[src/rtl/cpu_mc.sv]
// Multi-cycle accumulator-free load/store CPU: FETCH/DECODE/EXEC/MEM/WB, one state per cycle,
// with instruction and data memory stall handshakes.
module cpu_mc #(
  parameter int DATA_W = 8,
  parameter int NREGS  = 8,
  parameter int PC_W   = 32
) (
  input  logic              CLK,
  input  logic              RESET,
  output logic [PC_W-1:0]   PC,
  input  logic [31:0]       INSTRUCTION,
  input  logic              IBUSYWAIT,
  output logic [DATA_W-1:0] ADDRESS,
  output logic [DATA_W-1:0] WRITEDATA,
  input  logic [DATA_W-1:0] READDATA,
  output logic              READ,
  output logic              WRITE,
  input  logic              DBUSYWAIT,
  output logic              RETIRE,
  output logic              ILLEGAL
);

  localparam int RW = (NREGS > 1) ? $clog2(NREGS) : 1;

  typedef enum logic [2:0] {FETCH, DECODE, EXEC, MEM, WB} state_e;

  typedef enum logic [7:0] {
    OP_LOADI = 8'h00,
    OP_MOV   = 8'h01,
    OP_ADD   = 8'h02,
    OP_SUB   = 8'h03,
    OP_AND   = 8'h04,
    OP_OR    = 8'h05,
    OP_J     = 8'h06,
    OP_BEQ   = 8'h07,
    OP_BNE   = 8'h0D,
    OP_LWD   = 8'h0E,
    OP_LWI   = 8'h0F,
    OP_SWD   = 8'h10,
    OP_SWI   = 8'h11
  } op_e;

  state_e            state_q, state_d;
  logic [PC_W-1:0]   pc_q, pc_d;
  logic [31:0]       ir_q, ir_d;
  logic [DATA_W-1:0] opa_q, opa_d;
  logic [DATA_W-1:0] opb_q, opb_d;
  logic [DATA_W-1:0] res_q, res_d;
  logic [DATA_W-1:0] addr_q, addr_d;
  logic [DATA_W-1:0] wdata_q, wdata_d;
  logic              read_q, read_d;
  logic              write_q, write_d;
  logic              retire_q, retire_d;
  logic              illegal_q, illegal_d;
  logic [DATA_W-1:0] regs_q [NREGS];
  logic              rf_we;

  op_e               op;
  logic [RW-1:0]     rd_idx, rt_idx, rs_idx;
  logic [DATA_W-1:0] imm2;
  logic [PC_W-1:0]   pc_inc, br_tgt;
  logic              is_store;
  logic              unused_fields;

  assign op       = op_e'(ir_q[31:24]);
  assign rd_idx   = ir_q[16 +: RW];
  assign rt_idx   = ir_q[8 +: RW];
  assign rs_idx   = ir_q[0 +: RW];
  assign imm2     = DATA_W'($signed(ir_q[7:0]));
  assign pc_inc   = pc_q + PC_W'(4);
  assign br_tgt   = pc_inc + PC_W'($signed({ir_q[23:16], 2'b00}));
  assign is_store = (op == OP_SWD) || (op == OP_SWI);
  assign unused_fields = ^ir_q[15:8];

  // Stores source their data from the RD field, so operand A switches register on opcode.
  always_comb begin
    state_d   = state_q;
    pc_d      = pc_q;
    ir_d      = ir_q;
    opa_d     = opa_q;
    opb_d     = opb_q;
    res_d     = res_q;
    addr_d    = addr_q;
    wdata_d   = wdata_q;
    read_d    = read_q;
    write_d   = write_q;
    retire_d  = 1'b0;
    illegal_d = 1'b0;
    rf_we     = 1'b0;
    case (state_q)
      FETCH: begin
        if (!IBUSYWAIT) begin
          ir_d    = INSTRUCTION;
          state_d = DECODE;
        end
      end
      DECODE: begin
        opa_d   = is_store ? regs_q[rd_idx] : regs_q[rt_idx];
        opb_d   = regs_q[rs_idx];
        state_d = EXEC;
      end
      EXEC: begin
        state_d = WB;
        case (op)
          OP_LOADI: res_d = imm2;
          OP_MOV:   res_d = opb_q;
          OP_ADD:   res_d = opa_q + opb_q;
          OP_SUB:   res_d = opa_q - opb_q;
          OP_AND:   res_d = opa_q & opb_q;
          OP_OR:    res_d = opa_q | opb_q;
          OP_J: begin
            pc_d     = br_tgt;
            retire_d = 1'b1;
            state_d  = FETCH;
          end
          OP_BEQ: begin
            pc_d     = (opa_q == opb_q) ? br_tgt : pc_inc;
            retire_d = 1'b1;
            state_d  = FETCH;
          end
          OP_BNE: begin
            pc_d     = (opa_q != opb_q) ? br_tgt : pc_inc;
            retire_d = 1'b1;
            state_d  = FETCH;
          end
          OP_LWD: begin
            addr_d  = opb_q;
            read_d  = 1'b1;
            state_d = MEM;
          end
          OP_LWI: begin
            addr_d  = imm2;
            read_d  = 1'b1;
            state_d = MEM;
          end
          OP_SWD: begin
            addr_d  = opb_q;
            wdata_d = opa_q;
            write_d = 1'b1;
            state_d = MEM;
          end
          OP_SWI: begin
            addr_d  = imm2;
            wdata_d = opa_q;
            write_d = 1'b1;
            state_d = MEM;
          end
          default: begin
            pc_d      = pc_inc;
            retire_d  = 1'b1;
            illegal_d = 1'b1;
            state_d   = FETCH;
          end
        endcase
      end
      MEM: begin
        if (!DBUSYWAIT) begin
          read_d  = 1'b0;
          write_d = 1'b0;
          if (read_q) begin
            res_d   = READDATA;
            state_d = WB;
          end else begin
            pc_d     = pc_inc;
            retire_d = 1'b1;
            state_d  = FETCH;
          end
        end
      end
      WB: begin
        rf_we    = 1'b1;
        pc_d     = pc_inc;
        retire_d = 1'b1;
        state_d  = FETCH;
      end
      default: state_d = FETCH;
    endcase
  end

  always_ff @(posedge CLK) begin
    if (!RESET) begin
      state_q   <= FETCH;
      pc_q      <= '0;
      ir_q      <= '0;
      opa_q     <= '0;
      opb_q     <= '0;
      res_q     <= '0;
      addr_q    <= '0;
      wdata_q   <= '0;
      read_q    <= 1'b0;
      write_q   <= 1'b0;
      retire_q  <= 1'b0;
      illegal_q <= 1'b0;
    end else begin
      state_q   <= state_d;
      pc_q      <= pc_d;
      ir_q      <= ir_d;
      opa_q     <= opa_d;
      opb_q     <= opb_d;
      res_q     <= res_d;
      addr_q    <= addr_d;
      wdata_q   <= wdata_d;
      read_q    <= read_d;
      write_q   <= write_d;
      retire_q  <= retire_d;
      illegal_q <= illegal_d;
    end
  end

  always_ff @(posedge CLK) begin
    if (!RESET) begin
      for (int unsigned i = 0; i < NREGS; i++) regs_q[i] <= '0;
    end else if (rf_we) begin
      regs_q[rd_idx] <= res_q;
    end
  end

  assign PC        = pc_q;
  assign ADDRESS   = addr_q;
  assign WRITEDATA = wdata_q;
  assign READ      = read_q;
  assign WRITE     = write_q;
  assign RETIRE    = retire_q;
  assign ILLEGAL   = illegal_q;

endmodule

[config.mk]
export PLATFORM = sky130hd
export DESIGN_NAME = cpu_mc
export DESIGN_NICKNAME = d
export VERILOG_FILES = /design/src/rtl/cpu_mc.sv
export SDC_FILE = /design/constraint.sdc
export NUM_CORES = 1
export LEC_CHECK = 0
export CAP_MARGIN = 20
export CORE_ASPECT_RATIO = 1.2
export CORE_MARGIN = 10
export CORE_UTILIZATION = 55
export CTS_BUF_LIST = sky130_fd_sc_hd__clkbuf_8
export CTS_CLUSTER_DIAMETER = 50
export DETAILED_ROUTE_END_ITERATION = 10
export PLACE_DENSITY_LB_ADDON = 0.08
export SLEW_MARGIN = 20
export SYNTH_ARGS = -nofsm -noshare
export SYNTH_HDL_FRONTEND = slang
export SYNTH_SLANG_ARGS = --single-unit
[constraint.sdc]
create_clock -name CLK -period 3.2 [get_ports CLK]
set_clock_uncertainty 0.2 [all_clocks]
set_input_delay 0.64 -clock CLK [delete_from_list [all_inputs] [get_ports CLK]]
set_output_delay 0.64 -clock CLK [all_outputs]
set_load 0.1 [all_outputs]
* Word-level counts from Yosys, hierarchy flattened
Memory sizes are Yosys's and may differ from the RTL's. A register that Yosys moved wholly into a read port is not among the register bits. Index checks and enable logic that the tools add are counted.
Word-level totals: flip-flop bits (word level) 103, RAM bits 64, input port bits 44, memories 1
Memories:
- regs_q | words 8, bits a word 8, read ports 3, clocked after Yosys merged registers in 3, wr ports 8, line 55 | logic [DATA_W-1:0] regs_q [NREGS];
Cells by class: add/subtract/negate cells 4, eq/ne operators 26, mux-type cells 39, bitwise logic cells 3, reductions and logical operators 25
Operators with widths (number):
- $mux W32 | 4
- $pmux W32 S4 | 1
- $pmux W32 S3 | 1
- $pmux W8 S6 | 1
- $add A32 B3 Y32 const B | 1
- $add A32 B32 Y32 | 1
- $eq A8 B3 Y1 const B | 4
- $mux W8 | 4
- $pmux W8 S2 | 2
- $eq A8 B4 Y1 const B | 3
- $mux W3 | 8
- $eq A8 B2 Y1 const B | 2
- $eq A8 B5 Y1 const B | 2
- $ne A2 B2 Y1 const B | 7
- $mux W1 | 13
- $reduce_or A13 Y1 | 1
- $pmux W3 S4 | 1
- $reduce_and A2 Y1 | 5
- $reduce_or A10 Y1 | 1
- $add A8 B8 Y8 | 1
- $and A8 B8 Y8 | 1
- $eq A8 B1 Y1 const B | 1
- $eq A8 B8 Y1 | 1
- $logic_not A8 Y1 | 1
- 22 further kinds | 30

* Depth between registers and ports, before layout
Gate-level depths: netlist of run 1.
depth in word-level cells 7, depth in mapped cells 15

* Worst setup path before layout of run 1
No wires, ideal clock.
path type register to register, start reg pc_q[4] (netlist: PC[4]), end reg pc_q[29] (netlist: PC[29]), library setup time 126 ps, arrival 4107 ps, required time 2874 ps, slack -1233 ps, cell stages (with the launch flop) 16, path buffers 2, period minus slack after synthesis 4433 ps, path through dfxtp_1 buf_2 nand4_1 or4_1 clkbuf_1 nor2_1 nand2_1 xnor2_1 ha_1 and3_1 and4_1 and3b_1 a211oi_1 a2111oi_0 nor2_1 o31ai_1
Between the ends: cells in the longest elaborated chain, start to end 5, elaborated cells on any way between the ends 8, those cells by class add/sub: 2; mux: 6
Ends and longest elaborated chain:
- start: declaration | line 44 | logic [PC_W-1:0] pc_q, pc_d;
- start signal: assignment | line 196 | pc_q <= pc_d;
- $add A32 B3 Y32 (*) | line 70 | assign pc_inc = pc_q + PC_W'(4);
- $add A32 B32 Y32 | line 71 | assign br_tgt = pc_inc + PC_W'($signed({ir_q[23:16], 2'b00}));
- $mux W32 (on tied branches) | line 122, 117
- $pmux W32 S4 | line 104 | case (op)
- $pmux W32 S3 (*) | line 90 | case (state_q)
Every way passes the cells marked *; elsewhere a longest branch is shown, timed or not. The select of a mux whose other input is x is not followed. A chain may end at the register's enable or synchronous reset.

* Worst setup path in the final report of run 1
start reg pc_q[7] (netlist: PC[7]), end reg pc_q[28] (netlist: PC[28])
The elaborated chain is that of the path after synthesis.

==> out/qor.yml, run 1 <==
synth:
  yosysWarnings: 0
  synth_edf_count: 64
  synthCells: 1307
  async_reset_ff_share_pct: 0
  post_synth.cell_area_avg_um2: 9.15
  yosysSeqAreaShare_pct: 34.5
  yosysUniqueCellTypes: 86
  netlist_area_um2: 12000
  ys.flop_type: "dfxtp_1"
  synth_seq_cells: 174
sta:
  min_period_ns: 3.54
  post-route-period-util_pct: 111
  slew_viol_final: 0
  max_freq_mhz: 283
  layout_setup_ws_ns: -0.337
  final-setup-viol-count: 21
  finalHoldViolCount: 0
  slew_headroom_pct: 32.5
  rsz0062_at_grt: "yes"
  tightest_slew_ns: 1.01
run_status:
  failed_checks: "setup timing"
  status: "finished, violations left"
clock_tree:
  cts_tree: "done"
  cts_buffer_depth: 2
  htree_levels: 4
  clock-sinks: 174
  cts_buffers: 17
  clock_latency_ns: 0.48
  clkTransAtPathRegs_ns: 0.11
  cts_root_buf: "clkbuf_8"
routing:
  wl_met3_um: 1970
  avgViaCountPerCell: 6.29
  wl_um: 39800
  first_pass_iters: 5
  wl_met1_um: 15200
  highest_layer: "met4"
  wl_met2_um: 20600
  ant_nets: 0
  drcViolationCount: 0
  drtIter0Drc: 979
  via_count: 11600
  wire_per_inst_um: 21.6
placed_design:
  gp_congestion: 0.918
  dp_slack_ns: -0.381
  hpwlAfterDp_um: 27900
  placed_area_um2: 14300
  io_buffer_count: 88
final_layout:
  layout.nets: 1658
  layout_common_cells: "buf_4, nand2_1, a21oi_1"
  antenna_cells: 0
  final_area_um2: 15800
  mostFrequentLayoutCell: "buf_4"
  area_growth_pct: 31.9
  fill_cells: 1639
  layout-drive-gt1-share_pct: 32.2
global_route:
  grt_overflow: 0
  grt_max_degree: 64
  antenna_found_initial: 0
  grt_pass1_wl_um: 59900
  gr-usage-all-layers_pct: 26.5
  grt_pass1_vias: 11300
floorplan:
  rows: 59
  chipHeight_um: 182
  die_area_um2: 28100
  coreArea_um2: 21600
  initial_core_util_pct: 55.5
  num_io_pins: 96
  die_w_um: 155
setup_path:
  arrival_ns: 3.71
  worstPathRequired_ns: 3.37
  crit_type: "reg2reg"
  cp-end-kind: "flip-flop"
  critPathMaxFanout: 6
  start_kind: "flip-flop"
flow_run:
  maxCapViolations: 0
power_and_ir_drop:
  leakage_nw: 6.29
  ir_worst_vdd_mv: 0.289
  finalPower_mw: 5.30
  cellPowerDensity_nw_per_um2: 336
min_path:
  hp-class: "reg2reg"
[sequential cells by signal, indices dropped and copies added, names as in the netlist, 3 cells and up, named ones only]
signal / count
ir_q: 27
WRITEDATA: 8
res_q: 8
PC: 30
opb_q: 8
opa_q: 8
ADDRESS: 8
state_q: 3
regs_q: 64
[power by group]
| group | switching (mW) | total [mW] | internal [mW] | leakage [nW] |
|---|---|---|---|---|
| sequential | 0.100 | 2.47 | 2.37 | 1.57 |
| combinational | 0.720 | 1.27 | 0.549 | 4.52 |
| clock | 0.972 | 1.56 | 0.593 | 0.196 |
[stage by stage]
stage	setup TNS [ns]	utilization (%)	instances	hold WS [ns]
6_report	-4.09	73.2	1840	0.265
5_1_grt	-7.02	73.2	1840	0.283
4_1_cts	-2.69	70.6	1827	0.267
3_5_place_dp	-4.80	66.5	1779	0.252
3_3_place_gp	-4.12	66.5	1779	0.243
2_1_floorplan	-4.64	-	1308	0.236
[final timing paths]
kind | from | slack (ns) | depth (start not counted) | end
max | PC[7]$_SDFFE_PN0P_ | -0.34 | 12 | PC[28]$_SDFFE_PN0P_
min | ADDRESS[5]$_SDFFE_PN0P_ | 0.27 | 2 | ADDRESS[5]$_SDFFE_PN0P_
max reg2reg | PC[7]$_SDFFE_PN0P_ | -0.34 | 12 | PC[28]$_SDFFE_PN0P_
min reg2reg | ADDRESS[5]$_SDFFE_PN0P_ | 0.27 | 2 | ADDRESS[5]$_SDFFE_PN0P_
[critical path: stages, from the launching register on]
cell and delay (ns):
dfxtp_4 0.36, nand4_1 0.22, or4_4 0.57, xnor2_1 0.22, ha_2 0.35, a21o_1 0.21, a2111o_1 0.42, o21ai_2 0.09
a31oi_4 0.07, buf_6 0.16, a221oi_4 0.25, mux2i_1 0.21, o31ai_1 0.08
[cell usage after synthesis, types with 3 or more instances]
master / number / area [um2]
o221ai_1: 12 / 105
o21ai_1: 7 / 35.0
clkbuf_1: 63 / 236
and4_1: 8 / 70.1
buf_6: 3 / 33.8
nand2_1: 126 / 473
nor3b_1: 8 / 60.1
a41oi_1: 3 / 26.3
nor4_1: 11 / 68.8
buf_2: 13 / 65.1
o21bai_1: 3 / 22.5
or4_1: 6 / 45.0
edfxtp_1: 64 / 1920
o2111ai_1: 3 / 26.3
inv_1: 36 / 135
a2111o_1: 4 / 45.0
o211ai_1: 17 / 128
xnor2_1: 26 / 228
nor3_2: 3 / 30.0
nor2_1: 97 / 364
and2_1: 67 / 419
ha_1: 58 / 726
or3_1: 7 / 43.8
fa_1: 3 / 60.1
o21ai_0: 52 / 260
dfxtp_1: 110 / 2200
xor2_1: 19 / 166
buf_1: 8 / 30.0
nand2b_1: 9 / 56.3
nand4_1: 16 / 100
nor2b_1: 14 / 87.6
a22oi_1: 7 / 52.6
a31oi_1: 14 / 87.6
or3b_2: 3 / 26.3
nor3_1: 28 / 140
o21a_1: 11 / 82.6
o31ai_1: 7 / 52.6
and3_1: 15 / 93.8
a211oi_1: 44 / 330
mux4_2: 48 / 1080
a21o_1: 20 / 150
a221oi_1: 6 / 52.6
nand3_1: 30 / 150
mux2i_1: 28 / 280
a21oi_1: 117 / 586
[cell families after synthesis]
kind of cell / share of synthesized area [%]
mux: 11.5
xor+xnor: 3.29
other cells: 0.0313
simple gates: 20.4
flops: 34.5
fa+ha+maj: 6.57
buf+inv: 4.37
compound gates: 19.4
[metal layers]
metal | track usage, % | vias to the layer above
li1 | - | 5369
met1 | 30.8 | 5628
met2 | 47.0 | 439
met3 | 3.07 | 135
met4 | 13.0 | 0
met5 | 0 | -
[timing repair]
action / in CTS / in global routing
resized for setup: 71 / 87
endpoints found under the setup margin: 21 / 28
hold buffers: 0 / 0
buffers inserted: 16 / 18
pin swaps: 37 / 57
[area by class of cell]
cell class	instances	area (um2)	share of cell area, %
clock buffers	17	234	1.48
clock inverters	15	160	1.02
inverters	38	143	0.904
multi-input cells	1007	8110	51.4
flip-flops and latches	174	4190	26.5
well taps	274	343	2.17
repair buffers	315	2600	16.5
No activity file was read; power rests on OpenSTA's default activity.
==> inputs of run 2 (changes only) <==
Settings changed: CORE_UTILIZATION 55 to 40.
==> run 2 against run 1 <==
Against the previous run:
- the flow still finishes with violations (setup timing)
- cell count rose by 6.5%
- final area down 0.18%
- first-iteration DRC count shrank 27%
- die area grew 33%
- global-route usage fell by 4.8 points
- hold slack worse by 0.0083 ns
- critical path type unchanged
- critical path depth is 3 higher
- wire length up 2.6%
- via count is 3.9% lower
- total power is 2.4% higher
- largest cell class unchanged
- sequential power is essentially flat
- combinational power hardly changed
==> out/qor.yml, run 2 (same netlist as run 1, synthesis figures left out) <==
floorplan:
  rows: 69  # +17%
  die_w_um: 178  # +15%
  chipHeight_um: 209  # +15%
  coreArea_um2: 29500  # +37%
  num_io_pins: 96  # unchanged
  initial_core_util_pct: 40.5  # -15 points
  die_area_um2: 37300  # +33%
setup_path:
  r2r_slack_ns: -0.36  # -0.02 ns
  r2r-end: "PC[29]$_SDFFE_PN0P_"
  path_cells: "nand4_1 > nor3_2 > buf_4 > and3_4 > and3_1 > xor2_1 > ha_1 > and3_4 > and4_4 > and3b_1 > a211oi_2 > buf_4 > a2111oi_4 > nor2_1 > o31ai_1"
  cp_slowest_cell: "a2111oi_4"
  path_buf_inv: 2  # +1
  critPathMaxFanout: 5  # -1
  arrival_ns: 3.76  # +0.05 ns
  crit_type: "reg2reg"
  reg2regPathDepth: 15  # +3
  slowest_delay_ns: 0.36  # -0.21 ns
  r2r_start: "PC[7]$_SDFFE_PN0P_"
  cp-end-kind: "flip-flop"
  path_depth: 15  # +3
  critPathTopFamily: "simple AND/OR/NAND/NOR gates"
  start_kind: "flip-flop"
  cp-startpoint: "PC[7]$_SDFFE_PN0P_"
  worstPathRequired_ns: 3.40  # +0.03 ns
  endpoint: "PC[29]$_SDFFE_PN0P_"
power_and_ir_drop:
  p_sw_share_pct: 31.3  # -2.5 points
  ir_worst_vdd_mv: 0.207  # -28%
  comb_power_share_pct: 23.1  # -0.8 points
  cellPowerDensity_nw_per_um2: 345  # +2.6%
  leakage_nw: 6.26  # -0.45%
  seqPwrFrac_pct: 45.4  # -1.1 points
  power.internal_mw: 3.73  # +6.3%
  clockPowerShare_pct: 31.5  # +2.0 points
  p_switching_mw: 1.70  # -5.2%
sta:
  rsz0062_at_grt: "yes"
  slew_headroom_pct: 46.1  # +14 points
  tightest_slew_ns: 0.808  # -0.200 ns
  finalHoldViolCount: 0  # unchanged
  layout_setup_ws_ns: -0.359  # -0.0218 ns
  slew_viol_final: 0  # unchanged
  min_period_ns: 3.56  # +0.0218 ns
  final-setup-viol-count: 14  # -33%
  max_freq_mhz: 281  # -0.61%
  post-route-period-util_pct: 111  # +0.68 points
  holdWs_ns: 0.257  # -0.00827 ns
routing:
  highest_layer: "met4"
  wire_per_inst_um: 20.8  # -3.6%
  via_count: 11100  # -3.9%
  drcViolationCount: 0  # unchanged
  wl_met3_um: 1430  # -27%
  ant_nets: 0  # unchanged
  wl_um: 40800  # +2.6%
  avgViaCountPerCell: 5.68  # -9.7%
  first_pass_iters: 5  # unchanged
  drtIter0Drc: 713  # -27%
  wl_met1_um: 17100  # +12%
  wl_met2_um: 21100  # +2.0%
final_layout:
  final_area_um2: 15700  # -0.18%
  area_growth_pct: 31.6
  layout.nets: 1661  # +0.18%
  regMostFlops: "regs_q"
  antenna_cells: 0  # unchanged
  fill_cells: 2795  # +71%
  largest_reg_flops: 64  # unchanged
  mostFrequentLayoutCell: "buf_4"
  layout_common_cells: "buf_4, nand2_1, a21oi_1"
  layout-drive-gt1-share_pct: 31.2  # -1.0 points
run_status:
  status: "finished, violations left"
  failed_checks: "setup timing"
global_route:
  grt_pass1_vias: 11100  # -1.8%
  antenna_found_initial: 0  # unchanged
  grt_max_degree: 32  # -50%
  gr-usage-all-layers_pct: 21.7  # -4.8 points
  grt_pass1_wl_um: 62800  # +4.8%
  grt_overflow: 0  # unchanged
placed_design:
  gp_congestion: 0.923  # +0.58%
  hpwlAfterDp_um: 30700  # +9.8%
  io_buffer_count: 88  # unchanged
  placed_area_um2: 14600  # +2.0%
min_path:
  hp-class: "reg2reg"
clock_tree:
  clock-sinks: 174  # unchanged
  cts_buffer_depth: 2  # unchanged
  cts_tree: "done"
  cts_buffers: 17  # unchanged
  htree_levels: 4  # unchanged
  cts_root_buf: "clkbuf_8"
  clkTransAtPathRegs_ns: 0.10  # about the same
  clock_latency_ns: 0.48  # about the same
flow_run:
  maxCapViolations: 0  # unchanged
## run 2: cell types whose count changed in the layout (fill, tap and decap cells not counted), sizes merged
cell	before	now
clkinv	4	7
clkbuf	17	19
clkinvlp	2	0
bufinv	0	3
inv	47	41
buf	277	280
## run 2: layer usage
metal | GRT usage [%] | vias to the layer above
li1 | - | 5380
met1 | 26.2 | 5417
met2 | 38.0 | 262
met3 | 3.04 | 65
met4 | 8.15 | 0
met5 | 0 | -
## run 2: per-stage QoR
stage	setup TNS, ns	total power, mW	util (%)	setup slack, ns	instances
final	-2.86	5.43	53.3	-0.359	1959
after global routing	-5.73	5.66	53.3	-0.524	1959
after CTS	-2.87	5.42	51.8	-0.315	1950
after detailed placement	-4.85	3.70	49.6	-0.471	1913
after global placement	-4.33	3.69	49.6	-0.393	1913
after floorplan	-4.64	3.23	-	-0.536	1308
## run 2: cell type report
class	instances	area (um2)	share of cell area, %
Tap cell	390	488	3.10
Clock buffer	19	262	1.66
Sequential cell	174	4190	26.6
Multi-Input combinational cell	1007	7930	50.4
Clock inverter	13	161	1.03
Inverter	38	143	0.906
Timing Repair Buffer	318	2570	16.4
## run 2: worst reg2reg max path, cell delays in order (launching register included)
cell and delay [ns]:
dfxtp_4 0.35, nand4_1 0.23, nor3_2 0.31, buf_4 0.19
and3_4 0.18, and3_1 0.16, xor2_1 0.21, ha_1 0.22
and3_4 0.21, and4_4 0.20, and3b_1 0.17, a211oi_2 0.05
buf_4 0.16, a2111oi_4 0.36, nor2_1 0.08, o31ai_1 0.22
## run 2: worst min-delay path by stage
| stage | startpoint | to | slack, ns | cells past startpoint |
|---|---|---|---|---|
| after global routing | ADDRESS[3]$_SDFFE_PN0P_ | ADDRESS[3]$_SDFFE_PN0P_ | 0.29 | 2 |
| after floorplan | ir_q[8]$_SDFFE_PN0P_ | flip-flop | 0.24 | 2 |
| final | ADDRESS[0]$_SDFFE_PN0P_ | ADDRESS[0]$_SDFFE_PN0P_ | 0.26 | 2 |
| after detailed placement | ADDRESS[3]$_SDFFE_PN0P_ | ADDRESS[3]$_SDFFE_PN0P_ | 0.25 | 2 |
| after global placement | ADDRESS[1]$_SDFFE_PN0P_ | ADDRESS[1]$_SDFFE_PN0P_ | 0.24 | 2 |
| after CTS | ADDRESS[0]$_SDFFE_PN0P_ | ADDRESS[0]$_SDFFE_PN0P_ | 0.26 | 2 |
## run 2: power by group through the flow
stage	logic [mW]	clock network (mW)	registers (mW)
floorplan	0.662	0	2.57
global placement	1.18	0	2.51
detailed placement	1.18	0	2.52
CTS	1.21	1.74	2.46
global route	1.35	1.83	2.48
finish	1.25	1.71	2.47
## run 2: what timing repair did
item                       4_1_cts  5_1_grt
pin swaps                       14       44
setup buffers                    5        9
setup endpoints to repair       19       23
hold buffers                     0        0
resized for setup               35       71
==> inputs of run 3 (changes only) <==
Settings changed: CORE_MARGIN 10 to unset, DONT_BUFFER_PORTS set to 1.
==> run 3 against run 2 <==
Against the previous run:
- the flow still finishes with violations (setup timing)
- register-to-register slack improved by 0.08 ns
- total power fell by 2.4%
- combinational power fell by 7%
- final area fell by 2.5%
- wire length fell by 3.5%
- critical path depth did not move
- sequential share of layout area rose by 0.67 points
- fmax rose by 2.4%
- critical path type unchanged
- critical endpoint is now PC[28]$_SDFFE_PN0P_
- largest cell class unchanged
- largest power group unchanged
- highest routed layer is now met5
==> out/qor.yml, run 3 (same netlist as run 1, synthesis figures left out) <==
run_status:
  status: "finished, violations left"
  failed_checks: "setup timing"
routing:
  first_pass_iters: 5  # unchanged
  drtIter0Drc: 733  # +2.8%
  via_count: 10900  # -1.9%
  wl_um: 39400  # -3.5%
  ant_nets: 0  # unchanged
  avgViaCountPerCell: 5.72  # +0.65%
  wire_per_inst_um: 20.6  # -0.96%
  drcViolationCount: 0  # unchanged
sta:
  slew_viol_final: 0  # unchanged
  rsz0062_at_grt: "yes"
  tightest_slew_ns: 1.03  # +0.226 ns
  min_period_ns: 3.48  # -0.0829 ns
  finalHoldViolCount: 0  # unchanged
  max_freq_mhz: 288  # +2.4%
  final-setup-viol-count: 16  # +2
  post-route-period-util_pct: 109  # -2.6 points
  slew_headroom_pct: 31.0  # -15 points
  holdWs_ns: 0.0689  # -0.188 ns
  layout_setup_ws_ns: -0.276  # +0.0829 ns
global_route:
  grt_use_met2_pct: 47.8  # +9.8 points
  antenna_found_initial: 1  # +1
  grt_max_degree: 41  # +28%
  grt_overflow: 0  # unchanged
  busiest_layer: "met2"
  grt_use_met3_pct: 3.60  # +0.57 points
  grt_pass1_wl_um: 60500  # -3.7%
  grt_pass1_vias: 10800  # -2.9%
  gr-usage-all-layers_pct: 25.8  # +4.1 points
  grt_util_met1_pct: 30.3  # +4.2 points
clock_tree:
  cts_tree: "done"
  cts_buffers: 17  # unchanged
  clock-sinks: 174  # unchanged
  clock_latency_ns: 0.49  # about the same
  cts_root_buf: "clkbuf_8"
  clkTransAtPathRegs_ns: 0.11  # about the same
  cts_buffer_depth: 2  # unchanged
  cts_hold_buf: 0  # unchanged
  htree_levels: 4  # unchanged
final_layout:
  layout-drive-gt1-share_pct: 32.0  # +0.74 points
  layout_common_cells: "buf_4, nand2_1, a21oi_1"
  fin_util_pct: 52.0  # -1.3 points
  regMostFlops: "regs_q"
  area_growth_pct: 28.4
  mostFrequentLayoutCell: "buf_4"
  layout.nets: 1609  # -3.1%
  largest_reg_flops: 64  # unchanged
power_and_ir_drop:
  seqPwrFrac_pct: 46.7  # +1.3 points
  clockPowerShare_pct: 31.4  # about the same
  p_switching_mw: 1.72  # +1.3%
  finalPower_mw: 5.30  # -2.4%
  comb_power_share_pct: 21.9  # -1.2 points
  p_sw_share_pct: 32.5  # +1.2 points
  leakage_nw: 6.03  # -3.7%
  ir_worst_vdd_mv: 0.202  # -2.4%
  power.internal_mw: 3.58  # -4.0%
  cellPowerDensity_nw_per_um2: 345  # +0.13%
floorplan:
  num_io_pins: 96  # unchanged
  die_w_um: 160  # -10%
  rows: 69  # unchanged
  coreArea_um2: 29500  # unchanged
  die_area_um2: 30600  # -18%
  initial_core_util_pct: 40.5  # unchanged
  chipHeight_um: 191  # -8.6%
setup_path:
  crit_type: "reg2reg"
  critPathMaxFanout: 5  # unchanged
  start_kind: "flip-flop"
  arrival_ns: 3.66  # -0.10 ns
  worstPathRequired_ns: 3.38  # -0.02 ns
  cp-end-kind: "flip-flop"
placed_design:
  gp_congestion: 0.906  # -1.9%
  io_buffer_count: 0  # -100%
  hpwlAfterDp_um: 28800  # -6.1%
flow_run:
  maxCapViolations: 0  # unchanged
min_path:
  hp-class: "in2reg"
[run 3: path summary, 6_finish.rpt]
kind | to | slack (ns) | cells past startpoint | from
setup / recovery | PC[28]$_SDFFE_PN0P_ | -0.28 | 15 | PC[4]$_SDFFE_PN0P_
hold / removal | ir_q[23]$_SDFFE_PN0P_ | 0.07 | 2 | INSTRUCTION[23]
setup reg to reg | PC[28]$_SDFFE_PN0P_ | -0.28 | 15 | PC[4]$_SDFFE_PN0P_
hold reg to reg | ir_q[8]$_SDFFE_PN0P_ | 0.26 | 2 | ir_q[8]$_SDFFE_PN0P_
[run 3: power groups by stage]
| stage | Clock (mW) | Combinational, mW | Sequential, mW |
|---|---|---|---|
| after floorplan | 0 | 0.662 | 2.57 |
| after global placement | 0 | 1.09 | 2.52 |
| after detailed placement | 0 | 1.10 | 2.52 |
| after CTS | 1.71 | 1.14 | 2.47 |
| after global routing | 1.78 | 1.25 | 2.49 |
| final | 1.67 | 1.16 | 2.47 |
[run 3: area by class of cell]
cell class | instances | area (um2)
well taps | 390 | 488
flip-flops and latches | 174 | 4190
clock inverters | 15 | 175
inverters | 38 | 143
multi-input cells | 1007 | 7980
clock buffers | 17 | 234
fillers | 2810 | 14200
repair buffers | 266 | 2150
diodes | 2 | 5.00
[run 3: stage by stage]
| step | worst slack (ns) | cells | TNS, ns | instance area, um2 |
|---|---|---|---|---|
| 6_report | -0.276 | 1909 | -3.13 | 15400 |
| 3_5_place_dp | -0.439 | 1849 | -6.11 | 14100 |
| 4_1_cts | -0.306 | 1897 | -3.29 | 15000 |
| 3_3_place_gp | -0.470 | 1849 | -6.58 | 14100 |
| 5_1_grt | -0.435 | 1907 | -5.52 | 15400 |
| 2_1_floorplan | -0.536 | 1308 | -4.64 | 12100 |
[run 3: what timing repair did]
action	CTS	global route
gates resized for setup	88	43
buffers inserted	16	10
endpoints found under the setup margin	21	27
pin swaps	59	32
cloned	0	0
[run 3: critical path: stages, from the launching register on]
cell and delay, ns:
dfxtp_4 0.35, nand4_1 0.11, buf_6 0.15, or4_4 0.59, nor2_4 0.13, nand2_2 0.07
xnor2_2 0.14, ha_1 0.31, buf_6 0.14, a21oi_4 0.14, o21bai_1 0.09, a21o_1 0.17
a21o_1 0.18, a221oi_2 0.28, mux2i_1 0.24, o31ai_1 0.08
[run 3: layer usage]
metal  part of all wire [%]  wire length [um]  vias to the layer above
met4                    2.6              1030                        2
met3                    4.2              1650                       53
met2                     52             20400                      269
li1                       -                 -                     5271
met1                     41             16300                     5316
met5                  0.043                17                        -
